## config.mk

```make
export PLATFORM = sky130hd
export DESIGN_NAME = uart_cmd_sequencer
export DESIGN_NICKNAME = d
export VERILOG_FILES = /design/src/rtl/sdram_cmd_pkg.sv /design/src/rtl/uart_cmd_sequencer_timeout_counter.sv /design/src/rtl/uart_cmd_sequencer.sv
export SDC_FILE = /design/constraint.sdc
export NUM_CORES = 1
export LEC_CHECK = 0
export BUFFER_PORTS_ARGS = -buffer_cell sky130_fd_sc_hd__buf_2
export CORE_MARGIN = 2
export CORE_UTILIZATION = 54
export DETAILED_ROUTE_END_ITERATION = 6
export PLACE_DENSITY = 0.81
export RECOVER_POWER = 100
export SYNTH_ARGS = -nofsm -noshare
export SYNTH_HDL_FRONTEND = slang
export SYNTH_SLANG_ARGS = --single-unit
```

## constraint.sdc

```tcl
create_clock -name i_sys_clk -period 3.2 [get_ports i_sys_clk]
set_input_delay 0.16 -clock i_sys_clk [delete_from_list [all_inputs] [get_ports i_sys_clk]]
set_output_delay 0.16 -clock i_sys_clk [all_outputs]
set_load 0.05 [all_outputs]
```

## src/rtl/sdram_cmd_pkg.sv

```systemverilog
// Shared command codes, FSM state type and timeout sizing for the UART-to-SDRAM
// command sequencer.
package sdram_cmd_pkg;

    localparam logic [7:0] CmdWrite  = 8'h77;
    localparam logic [7:0] CmdRead   = 8'h72;
    localparam logic [7:0] RespError = 8'h3F;

    typedef enum logic [2:0] {
        ST_IDLE,
        ST_GET_ADDR,
        ST_GET_DATA,
        ST_ISSUE,
        ST_WAIT_RD,
        ST_SEND
    } state_t;

    // One UART byte is 10 bit times (start + 8 data + stop).
    function automatic int unsigned timeout_cycles(input int unsigned clock_freq,
                                                   input int unsigned baud_rate,
                                                   input int unsigned timeout_bytes);
        return timeout_bytes * 10 * (clock_freq / baud_rate);
    endfunction

endpackage

```

## src/rtl/uart_cmd_sequencer_timeout_counter.sv

```systemverilog
// Idle-gap counter: counts enabled cycles and pulses o_tc on the Terminal-th one.
// A clear in the same cycle suppresses the pulse and restarts the count.
module timeout_counter #(
    parameter int unsigned Terminal = 16
) (
    input  logic i_clk,
    input  logic i_rst_n,
    input  logic i_clear,
    input  logic i_enable,
    output logic o_tc
);

    localparam int unsigned Width = (Terminal > 1) ? $clog2(Terminal + 1) : 1;
    localparam logic [Width-1:0] LastCount = Width'(Terminal - 1);

    logic [Width-1:0] r_count;
    logic             w_at_last;

    assign w_at_last = (r_count == LastCount);
    assign o_tc      = i_enable && !i_clear && w_at_last;

    always_ff @(posedge i_clk or negedge i_rst_n) begin
        if (!i_rst_n) begin
            r_count <= '0;
        end else if (i_clear) begin
            r_count <= '0;
        end else if (i_enable) begin
            r_count <= w_at_last ? '0 : r_count + 1'b1;
        end
    end

endmodule

```

## src/rtl/uart_cmd_sequencer.sv

```systemverilog
// Host command parser: 'w' addr data issues an SDRAM write, 'r' addr issues a read
// whose low data byte is sent back over the UART; anything else answers '?'.
module uart_cmd_sequencer
    import sdram_cmd_pkg::*;
#(
    parameter int unsigned ClockFreq    = 133_000_000,
    parameter int unsigned BaudRate     = 115200,
    parameter int unsigned TimeoutBytes = 4,
    parameter int unsigned AddrWidth    = 22,
    parameter int unsigned DataWidth    = 16
) (
    input  logic                 i_sys_clk,
    input  logic                 i_rst_n,
    input  logic                 i_init_done,
    input  logic                 i_rx_valid,
    input  logic [7:0]           i_rx_data,
    output logic                 o_tx_valid,
    output logic [7:0]           o_tx_data,
    input  logic                 i_tx_ready,
    output logic                 o_req_valid,
    output logic                 o_req_we,
    output logic [AddrWidth-1:0] o_req_addr,
    output logic [DataWidth-1:0] o_req_wdata,
    input  logic                 i_req_ready,
    input  logic                 i_rd_valid,
    input  logic [DataWidth-1:0] i_rd_data,
    output logic                 o_busy,
    output logic                 o_overrun
);

    localparam int unsigned TimeoutCycles = timeout_cycles(ClockFreq, BaudRate, TimeoutBytes);

    state_t     r_state;
    state_t     w_state_next;
    logic       r_is_write;
    logic [7:0] r_addr;
    logic [7:0] r_data;
    logic [7:0] r_tx_data;
    logic       r_req_valid;
    logic       r_overrun;

    logic w_byte_taken;
    logic w_byte_dropped;
    logic w_load_err;
    logic w_req_fire;
    logic w_collecting;
    logic w_timeout;

    assign w_collecting = (r_state == ST_GET_ADDR) || (r_state == ST_GET_DATA);
    assign w_req_fire   = r_req_valid && i_req_ready;

    // Counter only runs while a command is being collected; any accepted byte restarts it.
    timeout_counter #(
        .Terminal (TimeoutCycles)
    ) u_timeout (
        .i_clk    (i_sys_clk),
        .i_rst_n  (i_rst_n),
        .i_clear  (w_byte_taken || !w_collecting),
        .i_enable (w_collecting),
        .o_tc     (w_timeout)
    );

    always_ff @(posedge i_sys_clk or negedge i_rst_n) begin
        if (!i_rst_n) begin
            r_state <= ST_IDLE;
        end else begin
            r_state <= w_state_next;
        end
    end

    // NOTE: combinational block uses blocking '=' and assigns every output a default
    // first, so no path leaves a signal unassigned and no latch is inferred.
    always_comb begin
        w_state_next   = r_state;
        w_byte_taken   = 1'b0;
        w_byte_dropped = 1'b0;
        w_load_err     = 1'b0;
        unique case (r_state)
            ST_IDLE: begin
                if (i_rx_valid && i_init_done) begin
                    w_byte_taken = 1'b1;
                    if (i_rx_data == CmdWrite || i_rx_data == CmdRead) begin
                        w_state_next = ST_GET_ADDR;
                    end else begin
                        w_load_err   = 1'b1;
                        w_state_next = ST_SEND;
                    end
                end
            end
            ST_GET_ADDR: begin
                if (i_rx_valid) begin
                    w_byte_taken = 1'b1;
                    w_state_next = r_is_write ? ST_GET_DATA : ST_ISSUE;
                end else if (w_timeout) begin
                    w_state_next = ST_IDLE;
                end
            end
            ST_GET_DATA: begin
                if (i_rx_valid) begin
                    w_byte_taken = 1'b1;
                    w_state_next = ST_ISSUE;
                end else if (w_timeout) begin
                    w_state_next = ST_IDLE;
                end
            end
            ST_ISSUE: begin
                w_byte_dropped = i_rx_valid;
                if (w_req_fire) begin
                    w_state_next = r_is_write ? ST_IDLE : ST_WAIT_RD;
                end
            end
            ST_WAIT_RD: begin
                w_byte_dropped = i_rx_valid;
                if (i_rd_valid) begin
                    w_state_next = ST_SEND;
                end
            end
            ST_SEND: begin
                w_byte_dropped = i_rx_valid;
                if (i_tx_ready) begin
                    w_state_next = ST_IDLE;
                end
            end
            default: w_state_next = ST_IDLE;
        endcase
    end

    // NOTE: sequential state uses non-blocking '<=' so every register samples the
    // pre-edge values regardless of statement order.
    always_ff @(posedge i_sys_clk or negedge i_rst_n) begin
        if (!i_rst_n) begin
            r_is_write  <= 1'b0;
            r_addr      <= '0;
            r_data      <= '0;
            r_tx_data   <= '0;
            r_req_valid <= 1'b0;
            r_overrun   <= 1'b0;
        end else begin
            if (r_state == ST_IDLE && w_byte_taken) begin
                r_is_write <= (i_rx_data == CmdWrite);
            end
            if (r_state == ST_GET_ADDR && w_byte_taken) begin
                r_addr <= i_rx_data;
            end
            if (r_state == ST_GET_DATA && w_byte_taken) begin
                r_data <= i_rx_data;
            end
            if (w_load_err) begin
                r_tx_data <= RespError;
            end else if (r_state == ST_WAIT_RD && i_rd_valid) begin
                r_tx_data <= i_rd_data[7:0];
            end
            // Rises the cycle after entering ISSUE and holds until the handshake.
            r_req_valid <= (r_state == ST_ISSUE) && !w_req_fire;
            if (w_byte_dropped) begin
                r_overrun <= 1'b1;
            end
        end
    end

    assign o_req_valid = r_req_valid;
    assign o_req_we    = r_is_write;
    assign o_req_addr  = {{(AddrWidth - 8){1'b0}}, r_addr};
    assign o_req_wdata = {{(DataWidth - 8){1'b0}}, r_data};
    assign o_tx_valid  = (r_state == ST_SEND);
    assign o_tx_data   = r_tx_data;
    assign o_busy      = (r_state != ST_IDLE);
    assign o_overrun   = r_overrun;

endmodule

```

==> summary.txt <==
Placed design
  • Dpl hpwl: 3.11 mm
  • Inst Count DP: 320
  • # port buffers: 51
  • Post-DP Area: 0.00253 mm²
  • GPL Wtd Cong: 0.759

Timing
  • Max-slew violations: 47
  • Fmax: 0.417 GHz
  • Post-route minimum period: 2400 ps
  • Hold Fails Final Rpt: 0
  • TNS Setup: 0 ps
  • RSZ-0062 raised after global routing: false
  • Setup Skew: 6.85 ps
  • Final setup vio count: 0
  • Slew Limit Headroom: -0.570
  • Measured slew at the worst slew-check pin: 2360 ps
  • Fin crit share: 0.750

Critical path
  • CP required: 3360 ps
  • Crit Path Max Fanout: 15
  • Worst R2R Path Depth: 4
  • Critical-path top delay cell: or4_2
  • Crit-path cells: or4_2, nor4_1, nand2b_1, nor2_1
  • Worst setup path class: flop to flop
  • Worst path max stage delay: 670 ps
  • Reg2Reg Launch Point: u_timeout.r_count[5]
  • Reg2reg end: u_timeout.r_count[3]
  • Critical path arrival: 2560 ps
  • Setup crit end kind: flop
  • Type of origin of the critical path: flop
  • Reg2Reg Setup Slack: 800 ps

Synthesis
  • Synth Register Bits: 46
  • Top cells by area, synth: dfrtp_1 49%, mux2_2 7.7%, buf_4 7.0%, nand2_1 4.0%, nand3_1 3.4%
  • Syn Std Cell Area: 0.00235 mm²
  • Mapped Cells: 227
  • Post-synth EDFFs: 0
  • Syn Area/Cell: 10.3 µm²
  • Post-synthesis sequential area ratio: 0.490
  • Top_reg_cell synth: dfrtp_1
  • Most area-hungry cell type in the Yosys netlist: dfrtp_1
  • Share of the synthesized area in the top cell type: 0.490
  • Yosys warning count: 0
  • Async SR Flop Fraction: 1.00
  • Synth cell types: 47

Routing
  • Pre-antenna DRT Iters: 4
  • Vias per cell: 5.18
  • Final wirelength: 4.39 mm
  • Post-DRT Antenna Nets: 0
  • Wire length per cell: 13.4 µm
  • Residual DRC: 0
  • Iteration-0 DRC Markers: 106
  • Vias: 1698

Cells and area
  • Commonest non-fill, non-tap cells in the layout: 46 x dfrtp_1, 31 x clkbuf_1, 25 x nand2_1, 22 x conb_1, 21 x buf_2
  • Layout cells sized above 1: 0.176
  • Commonest non-fill, non-tap cell in the layout: dfrtp_1
  • Filler-free cell count of the finished design: 328
  • Diodes inserted: 0
  • Area Overhead vs Synth: 9.75%
  • Final nets: 309
  • Fin area: 0.00258 mm²

Floorplan
  • Width of the die: 69.9 µm
  • Chip height: 69.9 µm
  • Initial Util: 0.575
  • Full die area: 0.00489 mm²
  • Std cell rows: 23
  • IO Count: 82
  • Core ar.: 0.00409 mm²

Global route
  • Vias in the first global route: 1618
  • First-pass GRT wire length: 7.38 mm
  • Most Crowded Layer GR: met2
  • Met1 GRT Util: 0.245
  • Largest net degree at the start of global routing: 47
  • Total gr overflow: 0
  • Initial antenna violation count: 0
  • Total GRT Usage: 0.187
  • Grt met2 use: 0.308
  • M3 GR Usage: 0.0361

Run status
  • Status: finished, violations left
  • Failing checks: capacitance limit, slew limit

CTS
  • CTS tree: yes
  • Inserted Clock Buffers: 5
  • Hold buffers post-CTS: 0
  • CTS H-tree lvls: 2
  • Clock buffer depth: 2
  • CTS root buf: clkbuf_8
  • Reg clk slew, reported paths: 80 ps
  • PostCTS Resize Cnt: 0
  • Clk_lat worst skew: 300 ps
  • TritonCTS Sinks: 46
  • Postcts setup bufs: 0

Hold path
  • Worst Hold Path EP: o_req_valid
  • Hold_sp: i_req_ready
  • Hold path depth: 2
  • Worst Hold Class: input pin to flop

Pwr
  • PD cells: 995 mW/mm²
  • Max VDD drop: 0.613 mV
  • Pwr Total: 0.00257 W
  • Leakage: 1.13 nW

Run
  • Max cap viols: 1
==> worst max-delay path by stage <==
stage	startpoint	end	slack, ps	cells after the start
2_1_floorplan	u_timeout.r_count[5]	r_state[0]	1480	4
3_3_place_gp	r_state[0]	r_data[5]	1310	3
3_5_place_dp	r_state[0]	r_data[4]	1300	3
4_1_cts	r_state[0]	r_data[4]	1270	3
5_1_grt	u_timeout.r_count[7]	u_timeout.r_count[6]	650	4
6_report	u_timeout.r_count[5]	u_timeout.r_count[3]	800	4
==> through the flow <==
| stage | worst slack [ps] | hold slack, ps | utilization |
|---|---|---|---|
| floorplan | 1480 | -136 | - |
| global placement | 1310 | 371 | 0.618 |
| detailed placement | 1300 | 367 | 0.618 |
| CTS | 1270 | 54.2 | 0.645 |
| global route | 651 | 56.6 | 0.631 |
| finish | 799 | 61.8 | 0.631 |
==> per-layer routing <==
metal	wire [µm]	vias to the layer above
met5	0	-
met4	70	0
met3	250	7
met2	2090	54
met1	1980	799
li1	-	838
==> cells in the mapped netlist, types with 4 or more instances <==
cell / count
a21oi_1: 6
buf_4: 22
dfrtp_1: 46
inv_1: 5
mux2_2: 16
nand2_1: 25
nand2b_1: 4
nand3_1: 16
nand4_1: 4
nor2_1: 17
nor2b_1: 4
xnor2_1: 7
xor2_1: 5
==> final cells by class <==
cell class                 count  area, µm²
clock buffer                   6       72.6
clock inverter                 2       37.5
fill                         367       1510
inverter                       5       18.8
multi-input combinational    168       1020
sequential                    46       1150
tap                           50       62.6
timing repair buffer          51        218
==> cell families after synthesis <==
logic type,share of synthesized area
buf+inv,0.101
other cells,0.00160
compound gates,0.0618
mux,0.0810
xor+xnor,0.0448
simple gates,0.215
flops,0.490
fa+ha+maj,0.00533
==> report_power, final <==
| part | leakage, nW | switching, W | total, W | internal (W) |
|---|---|---|---|---|
| logic | 0.496 | 0.000940 | 0.00124 | 0.000296 |
| registers | 0.582 | 0.000141 | 0.000906 | 0.000765 |
| clock network | 0.0514 | 0.000190 | 0.000423 | 0.000233 |
==> critical path, delay by kind of cell (launching register included) <==
family	cells	cell delay (ps)
AND/OR/NAND/NOR	4	1830
flip-flops	1	430
==> flip-flops by register name (all words and copies together), names as in the netlist <==
register / count
r_addr: 8
o_tx_data: 8
r_state: 3
o_req_we: 1
u_timeout.r_count: 16
o_overrun: 1
r_data: 8
o_req_valid: 1
Power figures use the tool's default switching activity.
